===== config.mk =====
export PLATFORM = sky130hd
export DESIGN_NAME = song_sequencer_param
export DESIGN_NICKNAME = d
export VERILOG_FILES = /design/src/rtl/song_sequencer_param.sv
export SDC_FILE = /design/constraint.sdc
export NUM_CORES = 1
export LEC_CHECK = 0
export CORE_MARGIN = 5
export CORE_UTILIZATION = 50
export CTS_CLUSTER_DIAMETER = 120
export DETAILED_ROUTE_END_ITERATION = 8
export PLACE_DENSITY = 0.73
export SYNTH_ARGS = -nofsm -noshare
export SYNTH_HDL_FRONTEND = slang
export SYNTH_SLANG_ARGS = --single-unit

===== constraint.sdc =====
create_clock -name clk -period 2.2 [get_ports clk]
set_input_delay 0.44 -clock clk [delete_from_list [all_inputs] [get_ports clk]]
set_output_delay 0.44 -clock clk [all_outputs]
set_load 0.005 [all_outputs]

===== src/rtl/song_sequencer_param.sv =====
// Multi-song note sequencer. It reads a length header and then {dur, note} entries from a
// synchronous ROM, and drives one note word at a time with a silent gap after each note.
module song_sequencer_param #(
  parameter int unsigned SONG_W       = 2,
  parameter int unsigned IDX_W        = 7,
  parameter int unsigned NOTE_W       = 10,
  parameter int unsigned DUR_W        = 4,
  parameter int unsigned TICK_CYCLES  = 12500000,
  parameter int unsigned PAUSE_CYCLES = 10000000
) (
  input  logic                      clk,
  input  logic                      rst,
  input  logic [SONG_W-1:0]         song_sel,
  input  logic                      loop_en,
  input  logic                      hold,
  output logic [SONG_W+IDX_W-1:0]   rom_addr,
  input  logic [DUR_W+NOTE_W-1:0]   rom_data,
  output logic [NOTE_W-1:0]         note_and_pitch,
  output logic                      note_valid,
  output logic [IDX_W-1:0]          note_index,
  output logic                      song_done
);

  localparam logic [31:0] TickLast  = TICK_CYCLES - 1;
  localparam logic [31:0] PauseLast = (PAUSE_CYCLES == 0) ? 32'd0 : PAUSE_CYCLES - 1;

  typedef enum logic [2:0] {
    StIdle, StLenRd, StLenCap, StNoteRd, StNoteCap, StPlay, StGap, StDone
  } state_e;

  state_e              state_q;
  logic [SONG_W-1:0]   sel_q;
  logic [IDX_W-1:0]    len_q;
  logic [NOTE_W-1:0]   note_q;
  logic [DUR_W-1:0]    dur_q;
  logic [31:0]         tick_cnt;
  logic [31:0]         gap_cnt;
  logic [DUR_W-1:0]    unit_cnt;

  logic [IDX_W-1:0]    rom_len;
  logic [NOTE_W-1:0]   rom_note;
  logic [DUR_W-1:0]    rom_dur;
  logic [IDX_W-1:0]    exit_index;
  state_e              exit_state;

  assign rom_len  = rom_data[IDX_W-1:0];
  assign rom_note = rom_data[NOTE_W-1:0];
  assign rom_dur  = rom_data[NOTE_W +: DUR_W];

  // Where to go once a note and its gap are over; loop_en only matters here.
  always_comb begin
    exit_index = note_index;
    exit_state = StDone;
    if (note_index < len_q) begin
      exit_index = note_index + 1'b1;
      exit_state = StNoteRd;
    end else if (loop_en) begin
      exit_index = IDX_W'(1);
      exit_state = StNoteRd;
    end
  end

  always_ff @(posedge clk) begin
    if (rst) begin
      state_q        <= StIdle;
      sel_q          <= '0;
      len_q          <= '0;
      note_q         <= '0;
      dur_q          <= '0;
      tick_cnt       <= '0;
      gap_cnt        <= '0;
      unit_cnt       <= '0;
      rom_addr       <= '0;
      note_and_pitch <= '0;
      note_valid     <= 1'b0;
      note_index     <= '0;
      song_done      <= 1'b0;
    end else begin
      sel_q <= song_sel;
      if (song_sel != sel_q) begin
        state_q        <= StIdle;
        tick_cnt       <= '0;
        gap_cnt        <= '0;
        unit_cnt       <= '0;
        rom_addr       <= '0;
        note_and_pitch <= '0;
        note_valid     <= 1'b0;
        note_index     <= '0;
        song_done      <= 1'b0;
      end else if (hold) begin
        // Position is frozen; the ROM keeps presenting the same word.
        note_and_pitch <= '0;
        note_valid     <= 1'b0;
      end else begin
        case (state_q)
          StIdle: begin
            if (sel_q != '0) begin
              rom_addr <= {sel_q, IDX_W'(0)};
              state_q  <= StLenRd;
            end
          end
          StLenRd:  state_q <= StLenCap;
          StLenCap: begin
            len_q <= rom_len;
            if (rom_len == '0) begin
              song_done <= 1'b1;
              state_q   <= StDone;
            end else begin
              note_index <= IDX_W'(1);
              rom_addr   <= {sel_q, IDX_W'(1)};
              state_q    <= StNoteRd;
            end
          end
          StNoteRd: state_q <= StNoteCap;
          StNoteCap: begin
            note_q         <= rom_note;
            dur_q          <= (rom_dur == '0) ? DUR_W'(1) : rom_dur;
            note_and_pitch <= rom_note;
            note_valid     <= 1'b1;
            tick_cnt       <= '0;
            unit_cnt       <= '0;
            state_q        <= StPlay;
          end
          StPlay: begin
            if (tick_cnt == TickLast && unit_cnt == dur_q - 1'b1) begin
              tick_cnt       <= '0;
              unit_cnt       <= '0;
              note_and_pitch <= '0;
              note_valid     <= 1'b0;
              if (PAUSE_CYCLES > 0) begin
                gap_cnt <= '0;
                state_q <= StGap;
              end else begin
                note_index <= exit_index;
                rom_addr   <= {sel_q, exit_index};
                song_done  <= (exit_state == StDone);
                state_q    <= exit_state;
              end
            end else begin
              // Re-asserted every cycle so playback resumes right after a hold.
              note_and_pitch <= note_q;
              note_valid     <= 1'b1;
              if (tick_cnt == TickLast) begin
                tick_cnt <= '0;
                unit_cnt <= unit_cnt + 1'b1;
              end else begin
                tick_cnt <= tick_cnt + 32'd1;
              end
            end
          end
          StGap: begin
            if (gap_cnt == PauseLast) begin
              note_index <= exit_index;
              rom_addr   <= {sel_q, exit_index};
              song_done  <= (exit_state == StDone);
              state_q    <= exit_state;
            end else begin
              gap_cnt <= gap_cnt + 32'd1;
            end
          end
          StDone: begin
            note_and_pitch <= '0;
            note_valid     <= 1'b0;
            song_done      <= 1'b1;
          end
          default: state_q <= StIdle;
        endcase
      end
    end
  end

endmodule

==> out/results.txt, run 1 <==
Post-layout net count: 954
WS Path Type: reg2reg
GR Util met3: 0.05184
M1 GR Usage: 0.2859
Critical-path top delay cell: or4b_4
Status: finished with violations
Port Buffers: 47
Synth-to-Final Area Change: 50.12%
Post-synth EDFFs: 0
Bufs and invs on worst path: 2
Clock buffer depth: 2
Worst slack at placement: -0.3251 ns
Leakage power total: 3.593 nW
Placer Congestion: 0.8685
Final hold slack: 0.4478 ns
Area of the die: 14350 sq um
Crit. End Element: flop
#FFs+latches synth: 122
DRC: 0
Slew headroom: 0.4792
GRT busiest layer: met2
Worst path cell trace: or4b_4, nor4_4, and2_4, a21oi_4, o21ai_4, clkbuf_16, buf_12, nor3_2, o21a_1
Net Switching: 1.111 mW
Vias in the first global route: 6210
First-pass GRT wire length: 28770 um
Final core occ: 0.7598
Register area share after synthesis: 0.4051
Ys flop type: dfxtp_1
Worst setup margin: -0.2253 ns
Worst hold path class: reg2reg
Combinational power share: 0.043
Die span in x: 119.8 um
Worst endpoint required time: 2.52 ns
Yosys warns: 0
CTS buffer count: 17
Via count: 6380
DPL Wire Length: 11870 um
DRC violation total after the first TritonRoute iteration: 460
Fraction of layout cells with a size suffix above 1: 0.3070
Finished Layout Cells: 1082
Commonest non-fill, non-tap cells in the layout: buf_4 (130), nor2_1 (113), dfxtp_1 (108)
Initial antenna violation count: 0
Worst skew pair latency: 0.43 ns
Clk pwr share: 0.549
Final WL: 19040 um
Fmax achieved: 412.3 MHz
Total global-route track usage: 0.2437
Core area: 11910 sq um
Setup violations, final: 39
Final period util: 1.102
DRT Pass-1 Iters: 5
Tot Pwr: 5.428 mW
Startpoint class of the critical path: flop
CTS H-Tree Depth: 4
Synth area leader: dfxtp_1
Critical path peak fanout: 4
Clk pin slew, worst setup/hold paths: 0.05 ns
Area contributors post-synth: dfxtp_1 (41%), nor2_1 (7.2%), xor2_1 (4.6%)
Min cycle time layout: 2.425 ns
Clk_skew: 0.007977 ns
Avg WL per Cell: 17.60 um
Max rail drop VDD: 379.7 uV
Post-Syn Nets: 767
Row count: 40
Slew Limit Fails: 0
Gate count after technology mapping: 736
CTS tree: yes
Most common cell after layout, fill and taps aside: buf_4
Reg power frac: 0.408
Max Cap Viol: 0
Placed Cells: 1033
Clk root buf: clkbuf_16
P_int: 4.318 mW
Max incr delay on CP: 0.54 ns
Crit path max-delay family: simple AND/OR/NAND/NOR gates
Top cell type's share of synthesized area: 0.4051
Async S/R FF share, synth: 0
Failing checks: negative setup slack
Syn Std Cell Area: 6028 sq um
Die Span Y: 119.8 um
Clock sink total: 122
Io pins: 48
Vias per std cell: 5.896
CP arrival: 2.75 ns
RSZ-0062 raised after global routing: yes
Pwr Density: 599.8 nW/um^2
Aggregate global routing overflow: 0
Final hold vios: 0
Post-route ant nets: 0
Netlist cell types: 60
Switching Share: 0.2046
Largest net degree at the start of global routing: 28
Mean Syn Cell Area: 8.191 sq um
Initial core utilization: 0.5061
# diodes: 0
Met2 usage: 0.4308
Worst-margin pin slew: 0.7783 ns
metal layers:
metal	share of wire	up-vias
met5	0	-
met4	0.036	0
met3	0.057	69
met2	0.51	260
met1	0.40	3062
li1	-	2989
power groups by stage:
stage                     Clock (mW)  Sequential (mW)  Combinational (mW)
after floorplan                    0             2.26              0.0835
after global placement             0             2.26               0.207
after detailed placement           0             2.26               0.211
after CTS                       3.00             2.21               0.217
after global routing            3.10             2.21               0.246
final                           2.98             2.21               0.234
synth_stat cells, drive strengths merged, types with 2 or more instances:
master,instances
dfxtp,122
nor2,116
nand2,66
a21oi,48
o21ai,46
xor2,32
nand3,27
clkbuf,26
and3,25
mux2i,23
nor3,21
nand4,19
or3,16
inv,15
xnor2,13
ha,11
o211ai,11
nor4,10
nor2b,9
or4,8
buf,7
o31ai,7
a21o,5
o2111ai,5
or2,5
and4,4
o21a,4
a311oi,3
a31oi,3
and2,3
nand2b,3
nor4b,3
nand4b,2
or4bb,2
worst paths after layout:
check | startpoint | end | slack [ns] | cells after the start
hold / removal | rom_addr[3]$_SDFFE_PP0P_ | rom_addr[3]$_SDFFE_PP0P_ | 0.45 | 2
setup / recovery | gap_cnt[18]$_SDFFE_PP0P_ | gap_cnt[13]$_SDFFE_PP0P_ | -0.23 | 9
setup reg to reg | gap_cnt[18]$_SDFFE_PP0P_ | gap_cnt[13]$_SDFFE_PP0P_ | -0.23 | 9
hold reg to reg | rom_addr[3]$_SDFFE_PP0P_ | rom_addr[3]$_SDFFE_PP0P_ | 0.45 | 2
what timing repair did:
item	CTS	global route
pin swaps	25	36
cloned	2	4
setup buffers	3	10
resized for setup	55	77
endpoints found under the setup margin	47	47
hold buffers	0	0
kinds of logic after synthesis:
kind of cell	Yosys count	share of synthesized area
muxes	24	0.04006
and+or+nand+nor	343	0.2893
DFF	122	0.4051
AOI/OAI and AO/OA	142	0.1424
buffers and inverters	48	0.03113
adders and majority gates	11	0.02283
xor gates and xnor gates	46	0.06912
area by class of cell:
cell class | count | area, sq um
sequential | 122 | 2465
timing repair buffer | 201 | 1832
clock inverter | 8 | 140.1
fill | 772 | 2861
clock buffer | 23 | 488.0
multi-input combinational | 566 | 3885
inverter | 15 | 56.30
tap | 147 | 183.9
sequential cells by signal, summed over array words and instances (netlist names):
| signal | cells |
|---|---|
| gap_cnt | 32 |
| tick_cnt | 32 |
| note_and_pitch | 10 |
| note_q | 10 |
| rom_addr | 9 |
| len_q | 7 |
| note_index | 7 |
| dur_q | 4 |
| unit_cnt | 4 |
| state_q | 3 |
| sel_q | 2 |
| note_valid | 1 |
| song_done | 1 |
worst reg2reg max path, cell delays in order, from the launching register on:
cell	delay, ns
dfxtp_2	0.32
or4b_4	0.54
nor4_4	0.33
and2_4	0.22
a21oi_4	0.09
o21ai_4	0.30
clkbuf_16	0.21
buf_12	0.11
nor3_2	0.04
o21a_1	0.16
through the flow:
stage	TNS, ns	instance area [sq um]
CTS	-0.7084	8537
detailed placement	-10.38	7694
floorplan	-0.08550	6102
finish	-3.622	9050
global placement	-6.908	7694
global route	-6.637	9050
(Power assumes the default switching activity.)
==> inputs of run 2 (changes only) <==
- GPL_TIMING_DRIVEN: default -> 0
- HOLD_SLACK_MARGIN: default -> 0.15
==> run 2 against run 1 <==
- the run still ends with negative setup slack left
- critical path depth did not move
- non-clock buffer count down 79
- register-to-register slack better by 0.05 ns
- final area decreased by 7.3%
- clock skew grew 0.0031 ns
- wire length fell by 5.9%
- total power increased by 1.3%
- clock-buffer cell count down 3
- maximum frequency increased by 2.1%
- largest power group unchanged
- highest routed layer unchanged
==> out/results.txt, run 2 (same netlist as run 1, synthesis figures left out) <==
DRC violation total after the first TritonRoute iteration: 506 (+10%)
Biggest regs: gap_cnt (32), tick_cnt (32)
Clk pwr share: 0.560 (+0.011)
Status: finished with violations
Final WL: 17920 um (-5.9%)
Tot Pwr: 5.500 mW (+1.3%)
Commonest non-fill, non-tap cells in the layout: nor2_1 (112), dfxtp_1 (86), nand2_1 (58)
Clock sink total: 122 (unchanged)
Switching Share: 0.2098 (+0.005126)
First-pass GRT wire length: 28120 um (-2.2%)
Synth-to-Final Area Change: 39.17%
Max incr delay on CP: 0.55 ns (about the same)
Register area: 2510 sq um (+1.8%)
Avg WL per Cell: 17.85 um (+1.4%)
Die Span Y: 119.8 um (unchanged)
Fraction of layout cells with a size suffix above 1: 0.2777 (-0.02924)
Setup violations, final: 39 (unchanged)
Final core occ: 0.7043 (-0.05546)
Largest net degree at the start of global routing: 17 (-39%)
Critical path peak fanout: 6 (+2)
Min cycle time layout: 2.376 ns (-0.04961 ns)
Initial core utilization: 0.5061 (unchanged)
CP dominant cell by count: buf_6
CTS buffer count: 17 (unchanged)
RSZ-0062 raised after global routing: yes
Row count: 40 (unchanged)
Die span in x: 119.8 um (unchanged)
Clock buffer depth: 2 (unchanged)
Via count: 6089 (-4.6%)
# diodes: 0 (unchanged)
Final hold slack: 0.4536 ns (+0.005797 ns)
Post-route ant nets: 0 (unchanged)
CTS tree: yes
Vias in the first global route: 5927 (-4.6%)
Max rail drop VDD: 409.7 uV (+7.9%)
DPL Wire Length: 10970 um (-7.6%)
Worst endpoint required time: 2.53 ns (about the same)
Io pins: 48 (unchanged)
CTS H-Tree Depth: 4 (unchanged)
CP arrival: 2.70 ns (-0.05 ns)
P_int: 4.346 mW (+0.66%)
Combinational power share: 0.039 (-0.004)
Fmax achieved: 420.9 MHz (+2.1%)
Slew headroom: 0.5055 (+0.02628)
Pwr Density: 655.5 nW/um^2 (+9.3%)
Slew Limit Fails: 0 (unchanged)
Final period util: 1.080 (-0.02255)
Multi-input logic area: 3929 sq um (+1.1%)
Worst skew pair latency: 0.43 ns (about the same)
Crit. End Element: flop
Clk_skew: 0.01111 ns (+0.003136 ns)
DP Area: 6746 sq um (-12%)
Worst Hold Path Cells: 2 (unchanged)
Initial antenna violation count: 0 (unchanged)
Hold buffers post-CTS: 0 (unchanged)
Most common cell after layout, fill and taps aside: nor2_1
DRT Pass-1 Iters: 5 (unchanged)
Clk pin slew, worst setup/hold paths: 0.05 ns (about the same)
Final hold vios: 0 (unchanged)
WS Path Type: reg2reg
Vias per std cell: 6.065 (+2.9%)
Leakage power total: 3.131 nW (-13%)
Port Buffers: 46 (-2.1%)
Failing checks: negative setup slack
Total global-route track usage: 0.2405 (-0.003197)
Placer Congestion: 0.8666 (-0.22%)
Core area: 11910 sq um (unchanged)
Area of the die: 14350 sq um (unchanged)
Net Switching: 1.154 mW (+3.8%)
Fillers: 870 (+13%)
Clk root buf: clkbuf_16
Worst hold path class: reg2reg
Startpoint class of the critical path: flop
Reg2reg path depth: 9 (unchanged)
Reg power frac: 0.401 (-0.007)
Worst path cell trace: or4bb_4, nor4_4, and2_4, a21oi_4, o2111ai_4, buf_6, buf_6, o211ai_1, o31ai_1
Worst-margin pin slew: 0.7390 ns (-0.03928 ns)
DRC: 0 (unchanged)
Worst setup margin: -0.1757 ns (+0.04961 ns)
Max Cap Viol: 0 (unchanged)
Fin area: 8389 sq um (-7.3%)
Post-layout net count: 875 (-8.3%)
Critical-path top delay cell: or4bb_4
Aggregate global routing overflow: 0 (unchanged)
run 2: cell count changes in the layout (fill, tap and decap cells not counted), moves of 5 or more:
cell      previous run  this run
dfxtp_2             12        27
buf_4              130        37
a21oi_1             36        28
buf_12               6         1
dfxtp_4              2         9
a21oi_2             11        19
clkbuf_1             2        12
dfxtp_1            108        86
run 2: metal layers:
layer  GRT usage  part of all wire
met1      0.2702              0.40
met2      0.4308              0.50
met3     0.05514             0.060
met4      0.1110             0.040
met5           0                 0
run 2: through the flow:
stage	worst slack, ns	cells	TNS, ns
3_5_place_dp	-0.6907	929	-48.43
3_3_place_gp	-0.6565	929	-44.66
4_1_cts	-0.1284	995	-1.666
2_1_floorplan	-0.06383	736	-0.08550
5_1_grt	-0.2794	1004	-6.874
6_report	-0.1757	1004	-2.969
run 2: layout make-up:
type / instances / area share
multi-input combinational: 566 / 0.4683
sequential: 122 / 0.2992
timing repair buffer: 93 / 0.1038
clock buffer: 20 / 0.05444
clock inverter: 12 / 0.02327
buffer: 29 / 0.02237
tap: 147 / 0.02192
inverter: 15 / 0.006711
run 2: power by group through the flow:
| stage | logic (mW) | clock network [mW] | registers [mW] |
|---|---|---|---|
| global route | 0.226 | 3.22 | 2.21 |
| CTS | 0.180 | 3.10 | 2.21 |
| detailed placement | 0.162 | 0 | 2.26 |
| floorplan | 0.0835 | 0 | 2.26 |
| finish | 0.215 | 3.08 | 2.21 |
| global placement | 0.160 | 0 | 2.26 |
run 2: final timing paths:
| check | startpoint | to | slack (ns) |
|---|---|---|---|
| setup / recovery | gap_cnt[13]$_SDFFE_PP0P_ | gap_cnt[12]$_SDFFE_PP0P_ | -0.18 |
| hold / removal | rom_addr[6]$_SDFFE_PP0P_ | rom_addr[6]$_SDFFE_PP0P_ | 0.45 |
| setup reg to reg | gap_cnt[13]$_SDFFE_PP0P_ | gap_cnt[12]$_SDFFE_PP0P_ | -0.18 |
| hold reg to reg | rom_addr[6]$_SDFFE_PP0P_ | rom_addr[6]$_SDFFE_PP0P_ | 0.45 |
run 2: timing repair:
| action | CTS | global route |
|---|---|---|
| gates resized for setup | 122 | 93 |
| endpoints found under the setup margin | 91 | 93 |
| gates cloned | 3 | 0 |
| pin swaps | 51 | 39 |
| setup buffers | 34 | 11 |
run 2: worst max-delay path: cells and delay by family, from the launching register on:
family / cells / cell delay (ns)
simple gates: 3 / 1.07
flops: 1 / 0.35
compound gates: 4 / 0.55
buf+inv: 2 / 0.31
==> inputs of run 3 (changes only) <==
- PLACE_DENSITY: 0.73 -> 0.72
==> run 3 against run 2 <==
- the flow still finishes with violations (negative setup slack)
- clock power down 4%
- clock skew down 0.0011 ns
- register-to-register slack worse by 0.09 ns
- cell count about the same
- global-route usage up 0.38 points
- clock-buffer cell count up 4
- sequential share of layout area down 0.17 points
- first-iteration DRC count up 0.59%
- worst setup slack worse by 0.086 ns
- maximum frequency down 3.5%
- largest cell class unchanged
==> out/results.txt, run 3 (same netlist as run 1, synthesis figures left out) <==
Hold buffers post-CTS: 0 (unchanged)
Reg2reg path depth: 9 (unchanged)
Port Buffers: 46 (unchanged)
Post-layout net count: 876 (+0.11%)
Critical path peak fanout: 6 (unchanged)
DP Area: 6746 sq um (unchanged)
Placer Congestion: 0.8540 (-1.5%)
Initial antenna violation count: 0 (unchanged)
Final hold vios: 0 (unchanged)
Via count: 6023 (-1.1%)
CP arrival: 2.77 ns (+0.07 ns)
Core area: 11910 sq um (unchanged)
Vias in the first global route: 5955 (+0.47%)
Largest net degree at the start of global routing: 17 (unchanged)
Total global-route track usage: 0.2443 (+0.003832)
Worst setup margin: -0.2615 ns (-0.08583 ns)
Clock buffer depth: 2 (unchanged)
Critical-path top delay cell: or4bb_4
Worst slack at placement: -0.6921 ns (-0.001456 ns)
CTS tree: yes
Worst skew pair latency: 0.42 ns (about the same)
Max incr delay on CP: 0.55 ns (about the same)
Die Span Y: 119.8 um (unchanged)
Fraction of layout cells with a size suffix above 1: 0.2622 (-0.01548)
Initial core utilization: 0.5061 (unchanged)
Fin area: 8447 sq um (+0.69%)
First-pass GRT wire length: 28890 um (+2.7%)
Pwr Density: 636.7 nW/um^2 (-2.9%)
Clk root buf: clkbuf_16
RSZ-0062 raised after global routing: yes
Synth-to-Final Area Change: 40.12%
Slew headroom: 0.4900 (-0.01554)
Final WL: 18060 um (+0.78%)
Max Cap Viol: 0 (unchanged)
Aggregate global routing overflow: 0 (unchanged)
Biggest regs: gap_cnt (32), tick_cnt (32)
Row count: 40 (unchanged)
WS Path Type: reg2reg
Clk_skew: 0.009970 ns (-0.001144 ns)
Post-route ant nets: 0 (unchanged)
Worst Hold Path Cells: 2 (unchanged)
Die span in x: 119.8 um (unchanged)
Crit. End Element: flop
Startpoint class of the critical path: flop
Leakage power total: 3.128 nW (-0.10%)
Final period util: 1.119 (+0.03901)
Setup violations, final: 50 (+28%)
Clock sink total: 122 (unchanged)
Area of the die: 14350 sq um (unchanged)
Io pins: 48 (unchanged)
Worst hold path class: reg2reg
Status: finished with violations
CTS H-Tree Depth: 4 (unchanged)
DPL Wire Length: 10970 um (about the same)
CTS buffer count: 17 (unchanged)
DRC violation total after the first TritonRoute iteration: 509 (+0.59%)
Clk pin slew, worst setup/hold paths: 0.05 ns (about the same)
DRC: 0 (unchanged)
Worst endpoint required time: 2.51 ns (-0.02 ns)
Vias per std cell: 5.993 (-1.2%)
DRT Pass-1 Iters: 5 (unchanged)
Worst path cell trace: or4bb_4, nor4_4, and2_4, a21oi_4, buf_12, o21ai_4, buf_6, nor3_2, o21a_1
Avg WL per Cell: 17.97 um (+0.68%)
Max rail drop VDD: 443.2 uV (+8.2%)
Commonest non-fill, non-tap cells in the layout: nor2_1 (110), dfxtp_1 (90), nand2_1 (57)
Final core occ: 0.7091 (+0.004832)
Fmax achieved: 406.3 MHz (-3.5%)
Worst-margin pin slew: 0.7623 ns (+0.02323 ns)
Slew Limit Fails: 0 (unchanged)
Min cycle time layout: 2.462 ns (+0.08583 ns)
Most common cell after layout, fill and taps aside: nor2_1
Failing checks: negative setup slack
# diodes: 0 (unchanged)
-- run 3: through the flow --
step | instances | total power, mW | TNS [ns] | hold WS (ns)
after CTS | 1000 | 5.375 | -3.088 | 0.4489
after detailed placement | 929 | 2.424 | -49.01 | 0.4479
after floorplan | 736 | 2.344 | -0.08550 | 0.4483
final | 1005 | 5.378 | -8.593 | 0.4486
after global placement | 929 | 2.421 | -44.74 | 0.4379
after global routing | 1005 | 5.531 | -13.77 | 0.4706
-- run 3: area by class of cell --
cell class | count | area (sq um)
inverters | 15 | 56.30
clock buffers | 24 | 481.7
well taps | 147 | 183.9
multi-input cells | 567 | 3994
flip-flops and latches | 122 | 2512
repair buffers | 91 | 874.6
clock inverters | 8 | 140.1
fillers | 853 | 3465
plain buffers | 31 | 203.9
-- run 3: per-layer routing --
metal,wire length [um],track usage,up-vias,part of all wire
met2,9323,0.4350,247,0.52
met3,1033,0.04995,49,0.057
met1,7193,0.2846,2874,0.40
met4,508,0.1024,0,0.028
met5,0,0,-,0
li1,-,-,2853,-
-- run 3: power breakdown --
group / leakage (nW) / internal [mW] / total, mW / switching (mW)
sequential: 1.00 / 2.20 / 2.20 / 0.00249
clock: 0.308 / 1.98 / 2.96 / 0.979
combinational: 1.82 / 0.0854 / 0.220 / 0.134
-- run 3: worst paths after layout --
path	start	endpoint	slack, ns
setup / recovery	gap_cnt[14]$_SDFFE_PP0P_	gap_cnt[13]$_SDFFE_PP0P_	-0.26
hold reg to reg	rom_addr[2]$_SDFFE_PP0P_	rom_addr[2]$_SDFFE_PP0P_	0.45
setup reg to reg	gap_cnt[14]$_SDFFE_PP0P_	gap_cnt[13]$_SDFFE_PP0P_	-0.26
hold / removal	rom_addr[2]$_SDFFE_PP0P_	rom_addr[2]$_SDFFE_PP0P_	0.45
-- run 3: critical path, delay by kind of cell, from the launching register on --
family / cells / cell delay (ns)
and+or+nand+nor: 4 / 1.16
DFF: 1 / 0.35
buffers and inverters: 2 / 0.34
AOI/OAI and AO/OA: 3 / 0.51
-- run 3: timing repair --
item | in CTS | in global routing
gates cloned | 4 | 0
pin swaps | 61 | 51
resized for setup | 133 | 81
setup buffers | 38 | 10
setup endpoints to repair | 91 | 94
